**config.mk**
```make
export PLATFORM = sky130hd
export DESIGN_NAME = if_fetch
export DESIGN_NICKNAME = d
export VERILOG_FILES = /design/src/rtl/if_fetch.sv
export SDC_FILE = /design/constraint.sdc
export NUM_CORES = 2
export LEC_CHECK = 0
export CORE_UTILIZATION = 55
export DETAILED_ROUTE_END_ITERATION = 7
export PLACE_DENSITY = 0.75
export REMOVE_ABC_BUFFERS = 1
export SLEW_MARGIN = 20
export SYNTH_ARGS = -nofsm -noshare
export SYNTH_HDL_FRONTEND = slang
export SYNTH_SLANG_ARGS = --single-unit
```
**constraint.sdc**
```tcl
create_clock -name clk -period 3.43 [get_ports clk]
set_input_delay 0.343 -clock clk [delete_from_list [all_inputs] [get_ports clk]]
set_output_delay 0.343 -clock clk [all_outputs]
set_load 0.005 [all_outputs]
```
**src/rtl/if_fetch.sv**
```systemverilog
// Instruction fetch: PC, word-addressed imem, bubble/flush generation, halt detect; fetch is combinational from pc (0-cycle).
// c_PCWrite=0 stalls PC and IF/ID; redirects taken only when not stalled; halt word parks the stage until a redirect.
module if_fetch #(
  parameter int          IMEM_DEPTH = 64,
  parameter logic [31:0] RESET_PC   = 32'h0
) (
  input  logic        clk,
  input  logic        rst_n,
  input  logic        c_PCWrite,
  input  logic        c_branch_taken,
  input  logic [31:0] branch_target,
  input  logic        c_jump,
  input  logic [31:0] jump_target,
  input  logic        imem_we,
  input  logic [9:0]  imem_waddr,
  input  logic [31:0] imem_wdata,
  output logic [31:0] instru_out,
  output logic [5:0]  ctr_out,
  output logic [5:0]  funcode_out,
  output logic [31:0] nextpc_out,
  output logic        c_IFIDWrite,
  output logic        c_if_flush,
  output logic [31:0] pc,
  output logic        halted,
  output logic [31:0] fetch_count
);
  localparam int          AW      = $clog2(IMEM_DEPTH);
  localparam logic [31:0] BUBBLE  = 32'hFC000000;
  localparam logic [31:0] HALT_WD = 32'hFFFFFFFF;

  typedef enum logic [1:0] {S_BOOT, S_RUN, S_HALT} state_t;

  state_t      r_state;
  logic [31:0] r_pc;
  logic [31:0] r_fetch_count;
  logic [31:0] r_imem [IMEM_DEPTH];

  logic        w_in_range;
  logic [31:0] w_word;
  logic [31:0] w_pc_plus4;
  logic        w_redirect;
  logic        w_take;
  logic [31:0] w_target;
  logic        w_halt_now;
  logic        w_bubble;
  logic        w_flush;
  logic        w_deliver;
  logic        w_unused;

  // Program-load port; contents deliberately survive reset.
  always_ff @(posedge clk) begin
    if (imem_we) r_imem[imem_waddr[AW-1:0]] <= imem_wdata;
  end

  assign w_in_range = (r_pc[31:AW+2] == '0);
  assign w_word     = w_in_range ? r_imem[r_pc[AW+1:2]] : BUBBLE;
  assign w_pc_plus4 = r_pc + 32'd4;
  assign w_redirect = c_branch_taken | c_jump;
  assign w_take     = w_redirect & c_PCWrite;
  assign w_target   = c_branch_taken ? {branch_target[31:2], 2'b00}
                                     : {jump_target[31:2], 2'b00};
  // A pending redirect outranks a halt word: the halt may be on the wrong path.
  assign w_halt_now = (r_state == S_RUN) & ~w_redirect & (w_word == HALT_WD);
  assign w_bubble   = (r_state != S_RUN) | w_halt_now;
  assign w_flush    = w_bubble | ((r_state == S_RUN) & w_take);
  assign w_deliver  = (r_state == S_RUN) & c_PCWrite & ~w_flush & w_in_range;
  assign w_unused   = |{imem_waddr >> AW, branch_target[1:0], jump_target[1:0]};

  always_ff @(posedge clk or negedge rst_n) begin
    if (!rst_n) begin
      r_state       <= S_BOOT;
      r_pc          <= RESET_PC;
      r_fetch_count <= '0;
    end else begin
      case (r_state)
        S_BOOT: r_state <= S_RUN;
        S_RUN: begin
          if (w_take)                       r_pc    <= w_target;
          else if (w_halt_now)              r_state <= S_HALT;
          else if (!w_redirect && c_PCWrite) r_pc   <= w_pc_plus4;
          if (w_deliver) r_fetch_count <= r_fetch_count + 32'd1;
        end
        S_HALT: begin
          if (w_take) begin
            r_pc    <= w_target;
            r_state <= S_RUN;
          end
        end
        default: r_state <= S_BOOT;
      endcase
    end
  end

  assign instru_out  = w_bubble ? BUBBLE : w_word;
  assign ctr_out     = instru_out[31:26];
  assign funcode_out = instru_out[5:0];
  assign nextpc_out  = w_bubble ? 32'h0 : w_pc_plus4;
  assign c_IFIDWrite = c_PCWrite;
  assign c_if_flush  = w_flush;
  assign pc          = r_pc;
  assign halted      = (r_state == S_HALT);
  assign fetch_count = r_fetch_count;
endmodule

```
After elaboration in Yosys (flattened, before gate mapping):

Memory sizes are Yosys's and may differ from the RTL's.
Index checks and enable logic that the tools add are counted.

* bits in registers: 66
* RAM bits: 2048
* bits of input ports: 112
* memories: 1

Memory list
* r_imem: words 64, bits a word 32, rd ports 1, clocked after memory_dff 0, wr ports 1, RTL line 36 `logic [31:0] r_imem [IMEM_DEPTH];`

* $add $sub $neg: 2
* mux-type cells: 15
* reductions and logical operators: 8
* bitwise gates (word level): 12
* equal/unequal tests: 9

Operators with widths (number)
* two-way mux 32 bit: 8
* one-hot mux 32 bit (2 select lines): 1
* adder 32 x 1 -> 32 bit (second input constant): 1
* adder 32 x 3 -> 32 bit (second input constant): 1
* == test 32 bit (second input constant): 1
* logical NOT 24 bit: 1
* bitwise AND 1 bit: 7
* two-way mux 2 bit: 3
* one-hot mux 2 bit (3 select lines): 1
* inequality test 2 x 1 -> 1 bit (second input constant): 2
* inequality test 2 bit (second input constant): 2
* AND reduction 4 bit: 1
* inequality test 3 x 2 -> 1 bit (second input constant): 1
* inequality test 3 bit (second input constant): 1
* OR 1 bit: 3
* AND reduction 3 bit: 1
* == test 2 x 1 -> 1 bit (second input constant): 1
* == test 2 bit (second input constant): 1
* logical NOT 2 bit: 1
* two-way mux 1 bit: 2
* inverter 1 bit: 2
* AND reduction 2 bit: 1
* nonzero test 2 bit: 1
* logical AND 1 bit: 1
* logical NOT 1 bit: 1

Longest topological paths before layout:

* depth in word-level cells: 10
* depth in mapped cells: 19
* mapped depth without buffers: 10

Worst setup path after synthesis:

OpenSTA, ideal clock, no wires.

* path kind: flip-flop to output port
* start point: register r_pc[2] (netlist: pc[2])
* end point: output instru_out[2]
* path slack: -0.218 ns
* arrival time: 3.305 ns
* cell stages (with the launch flop): 18
* cell sequence: dfrtp_1 > buf_6 > buf_12 > buf_12 > buf_6 > mux4_2 > a22oi_1 > a21oi_1 > nor4_1 > a21oi_1 > and4_2 > nand4_1 > o21a_1 > buf_6 > nand2_1 > buf_2 > nor2_1 > buf_4

* word-level cells in the longest chain between the ends: 6

Ends and longest elaborated chain
* start: declaration: RTL line 34 `logic [31:0] r_pc;`
* start signal: assignment: RTL line 78 `if (w_take) r_pc <= w_target;`
* start signal: assignment: RTL line 80 `else if (!w_redirect && c_PCWrite) r_pc <= w_pc_plus4;`
* start signal: assignment: RTL line 85 `r_pc <= w_target;`
* memory read (64 x 32 bit) (*)
* two-way mux 32 bit (*): RTL line 56 `assign w_word = w_in_range ? r_imem[r_pc[AW+1:2]] : BUBBLE;`
* == test 32 bit: RTL line 63 `assign w_halt_now = (r_state == S_RUN) & ~w_redirect & (w_word == HALT_WD);`
* bitwise AND 1 bit: RTL line 63
* OR 1 bit: RTL line 64 `assign w_bubble = (r_state != S_RUN) | w_halt_now;`
* two-way mux 32 bit (*): RTL line 94 `assign instru_out = w_bubble ? BUBBLE : w_word;`
* end: declaration: RTL line 17 `output logic [31:0] instru_out,`

Every way passes the cells marked *; elsewhere a longest branch is shown, timed or not.

Worst setup path in the final report:

* start point: register r_pc[2] (netlist: pc[2])
* end point: output nextpc_out[7]

* word-level cells in the longest chain between the ends: 6

Ends and longest elaborated chain
* memory read (64 x 32 bit)
* two-way mux 32 bit: RTL line 56
* == test 32 bit: RTL line 63
* bitwise AND 1 bit: RTL line 63
* OR 1 bit: RTL line 64
* two-way mux 32 bit (*): RTL line 97 `assign nextpc_out = w_bubble ? 32'h0 : w_pc_plus4;`
* end: declaration: RTL line 20 `output logic [31:0] nextpc_out,`

Marked as above.

==> results.json <==
{
  "setup_tns_ns": -206.42,
  "rsz0062_at_grt": "true",
  "layout-drive-gt1-share_pct": 32.48,
  "track_usage_pct": 32.02,
  "cpMostUsedCell": "buf_4",
  "drv_slew": 0,
  "worst_pin_slew_ns": 1.211,
  "dr.pass1.iters": 6,
  "dp.cells": 6744,
  "busiest_layer": "met2",
  "numCtsBuffers": 203,
  "cp.required_ns": 3.09,
  "routed_wl_um": 250400,
  "period_share_pct": 158.2,
  "antenna_found_initial": 20,
  "io_pins": 255,
  "synth-edff-count": 2048,
  "syn_area_per_cell_sq_um": 20.81,
  "drv_cap": 0,
  "dp_hpwl_um": 149300,
  "synth_top_area_share_pct": 72.80,
  "setup_viol": 139,
  "fp.dieH_um": 393.9,
  "grt_start_max_net_pins": 65,
  "max_stage_delay_ns": 0.49,
  "fp.dieW_um": 393.9,
  "fin_crit_ns": 5.426,
  "core_sq_mm": 0.1523,
  "ctsRootBufferMaster": "clkbuf_16",
  "initial_core_util_pct": 55.48,
  "cts_num_sinks": 2112,
  "r2r-start": "pc[2]$_DFFE_PN0P_",
  "critical_path_class": "flop to primary output",
  "hold_path.startpoint": "imem_wdata[26]",
  "ant_nets": 0,
  "relSlewSlack_pct": 19.25,
  "grt_util_met1_pct": 42.19,
  "viasPerCell": 6.759,
  "num_vias": 48600,
  "worst-path-max-fanout": 8,
  "dr.first_iter.drc_count": 6909,
  "cp_top_family": "buffers and inverters",
  "grt_pass1_vias": 48110,
  "synth.cell_area_sq_mm": 0.08447,
  "mostFrequentLayoutCell": "edfxtp_1",
  "drc_errors": 0,
  "synthCells": 4059,
  "startpoint": "pc[2]$_DFFE_PN0P_",
  "synth_ff_type": "edfxtp_1",
  "ir_drop_uv": 509.3,
  "port_buffers": 242,
  "grt_pass1_wl_um": 349100,
  "area_delta_synth_final_pct": 20.35,
  "n_fill_cell": 9241,
  "ys_top_cells_by_area": "edfxtp_1 73%, mux4_2 10%, mux4_1 3.1%, dfrtp_1 1.9%, mux2i_1 1.9%",
  "insertion_delay_ns": 0.87,
  "clock.fmax_mhz": 184.3,
  "nNetsFinal": 5091,
  "layout_common_cells": "2048 x edfxtp_1, 606 x buf_4, 380 x mux4_2, 207 x clkbuf_16, 156 x mux2i_1",
  "yosys_register_bits": 2112,
  "ctsHtreeMaxLevel": 4,
  "status": "finished with violations",
  "start_kind": "flop",
  "ys_seq_area_share_pct": 74.70,
  "dieArea_sq_mm": 0.1552,
  "routabilityCongestion": 0.9353,
  "wl_per_cell_um": 34.83,
  "final_cells": 7190,
  "rows": 143,
  "min_path_type": "input pin to flop",
  "use_met2_pct": 49.76,
  "power.density_mw_per_mm2": 607.1,
  "fin_skew_ns": 0.03900,
  "ys_warn_count": 0,
  "end_kind": "primary output",
  "setup_ws_ns": -1.996,
  "power.leakage_nw": 34.18,
  "crit_chain": "buf_12 > buf_16 > buf_12 > mux4_2 > o22ai_4 > a311oi_2 > buf_4 > nand4_1 > a2111oi_2 > and4_4 > nand4_1 > buf_4 > o21ai_4 > nor2_2 > buf_4 > clkdlybuf4s50_1",
  "place_ws_ns": -1.611,
  "path_clk_slew_ns": 0.07,
  "violations": "setup timing",
  "arrival_ns": 5.08,
  "slowest_stage": "dfrtp_4",
  "ff_latch_area_sq_mm": 0.06312,
  "synth-async-reset-ratio_pct": 3.030,
  "yosys.area.top_type": "edfxtp_1",
  "use_met3_pct": 9.296,
  "final_hold_viol_count": 0,
  "cts_tree": "built",
  "grt_overflow": 0,
  "clockBufferDepth": 3,
  "path_buf_inv": 7,
  "multi_input_area_sq_mm": 0.02032,
  "yosys.cell_types.count": 89
}
kinds of logic after synthesis:
group / share of synthesized area, %
flops: 74.70
compound gates: 3.524
fa+ha+maj: 0.02962
other cells: 0.004439
mux: 15.42
xor+xnor: 0.6117
simple gates: 3.187
buf+inv: 2.527
cells in the mapped netlist (all sizes together) (59+ instances only):
| cell | count |
|---|---|
| a22oi | 115 |
| nor3 | 59 |
| edfxtp | 2048 |
| nand3 | 71 |
| nand2 | 117 |
| buf | 180 |
| dfrtp | 64 |
| mux4 | 477 |
| nor2 | 154 |
| a21oi | 61 |
| mux2i | 159 |
| clkbuf | 73 |
repair_timing:
item	CTS	global route
endpoints found under the hold margin	51	16
cloned	6	2
hold buffers	3	1
pin swaps	13	13
setup endpoints to repair	139	139
setup buffers	27	20
resized for setup	172	116
per-stage QoR:
stage / util, % / power, mW / instance area (sq um) / hold WS (ns)
after floorplan: - / 35.55 / 82480 / 0.04741
final: 66.77 / 61.72 / 101700 / 0.04886
after global placement: 61.68 / 39.73 / 93920 / 0.4536
after detailed placement: 61.69 / 39.84 / 93920 / 0.4631
after CTS: 66.48 / 61.52 / 101200 / 0.03389
after global routing: 66.75 / 63.10 / 101600 / 0.04290
power by group:
group	total (mW)	switching (mW)	internal, mW
Sequential	28.7	0.148	28.5
Clock	21.5	9.63	11.9
Combinational	11.5	6.43	5.09
path summary, 6_finish.rpt:
kind / end / slack [ns] / depth (start not counted)
setup / recovery: nextpc_out[7] / -2.00 / 16
hold / removal: r_imem[24][26]$_DFFE_PP_ / 0.05 / 1
setup reg to reg: pc[11]$_DFFE_PN0P_ / -1.37 / 20
hold reg to reg: fetch_count[31]$_DFFE_PN0P_ / 0.47 / 1
max in group asynchronous: pc[7]$_DFFE_PN0P_ / 2.48 / 3
min in group asynchronous: pc[15]$_DFFE_PN0P_ / 0.16 / 2
registers in the layout, indices dropped and copies added, names as in the netlist:
register,count
fetch_count,32
pc,30
r_imem,2048
r_state,2
routing by layer:
layer / up-vias / wire length, um
met3: 751 / 34000
met4: 24 / 13010
met5: - / 174
li1: 18930 / -
met2: 4135 / 116800
met1: 24760 / 86410
layout make-up:
class | instances | share of cell area [%]
flip-flops and latches | 2112 | 62.08
multi-input cells | 1664 | 19.99
clock inverters | 106 | 0.9292
repair buffers | 963 | 9.028
diodes | 13 | 0.03200
clock buffers | 269 | 5.312
well taps | 2030 | 2.498
inverters | 33 | 0.1305
(Power assumes the default switching activity.)
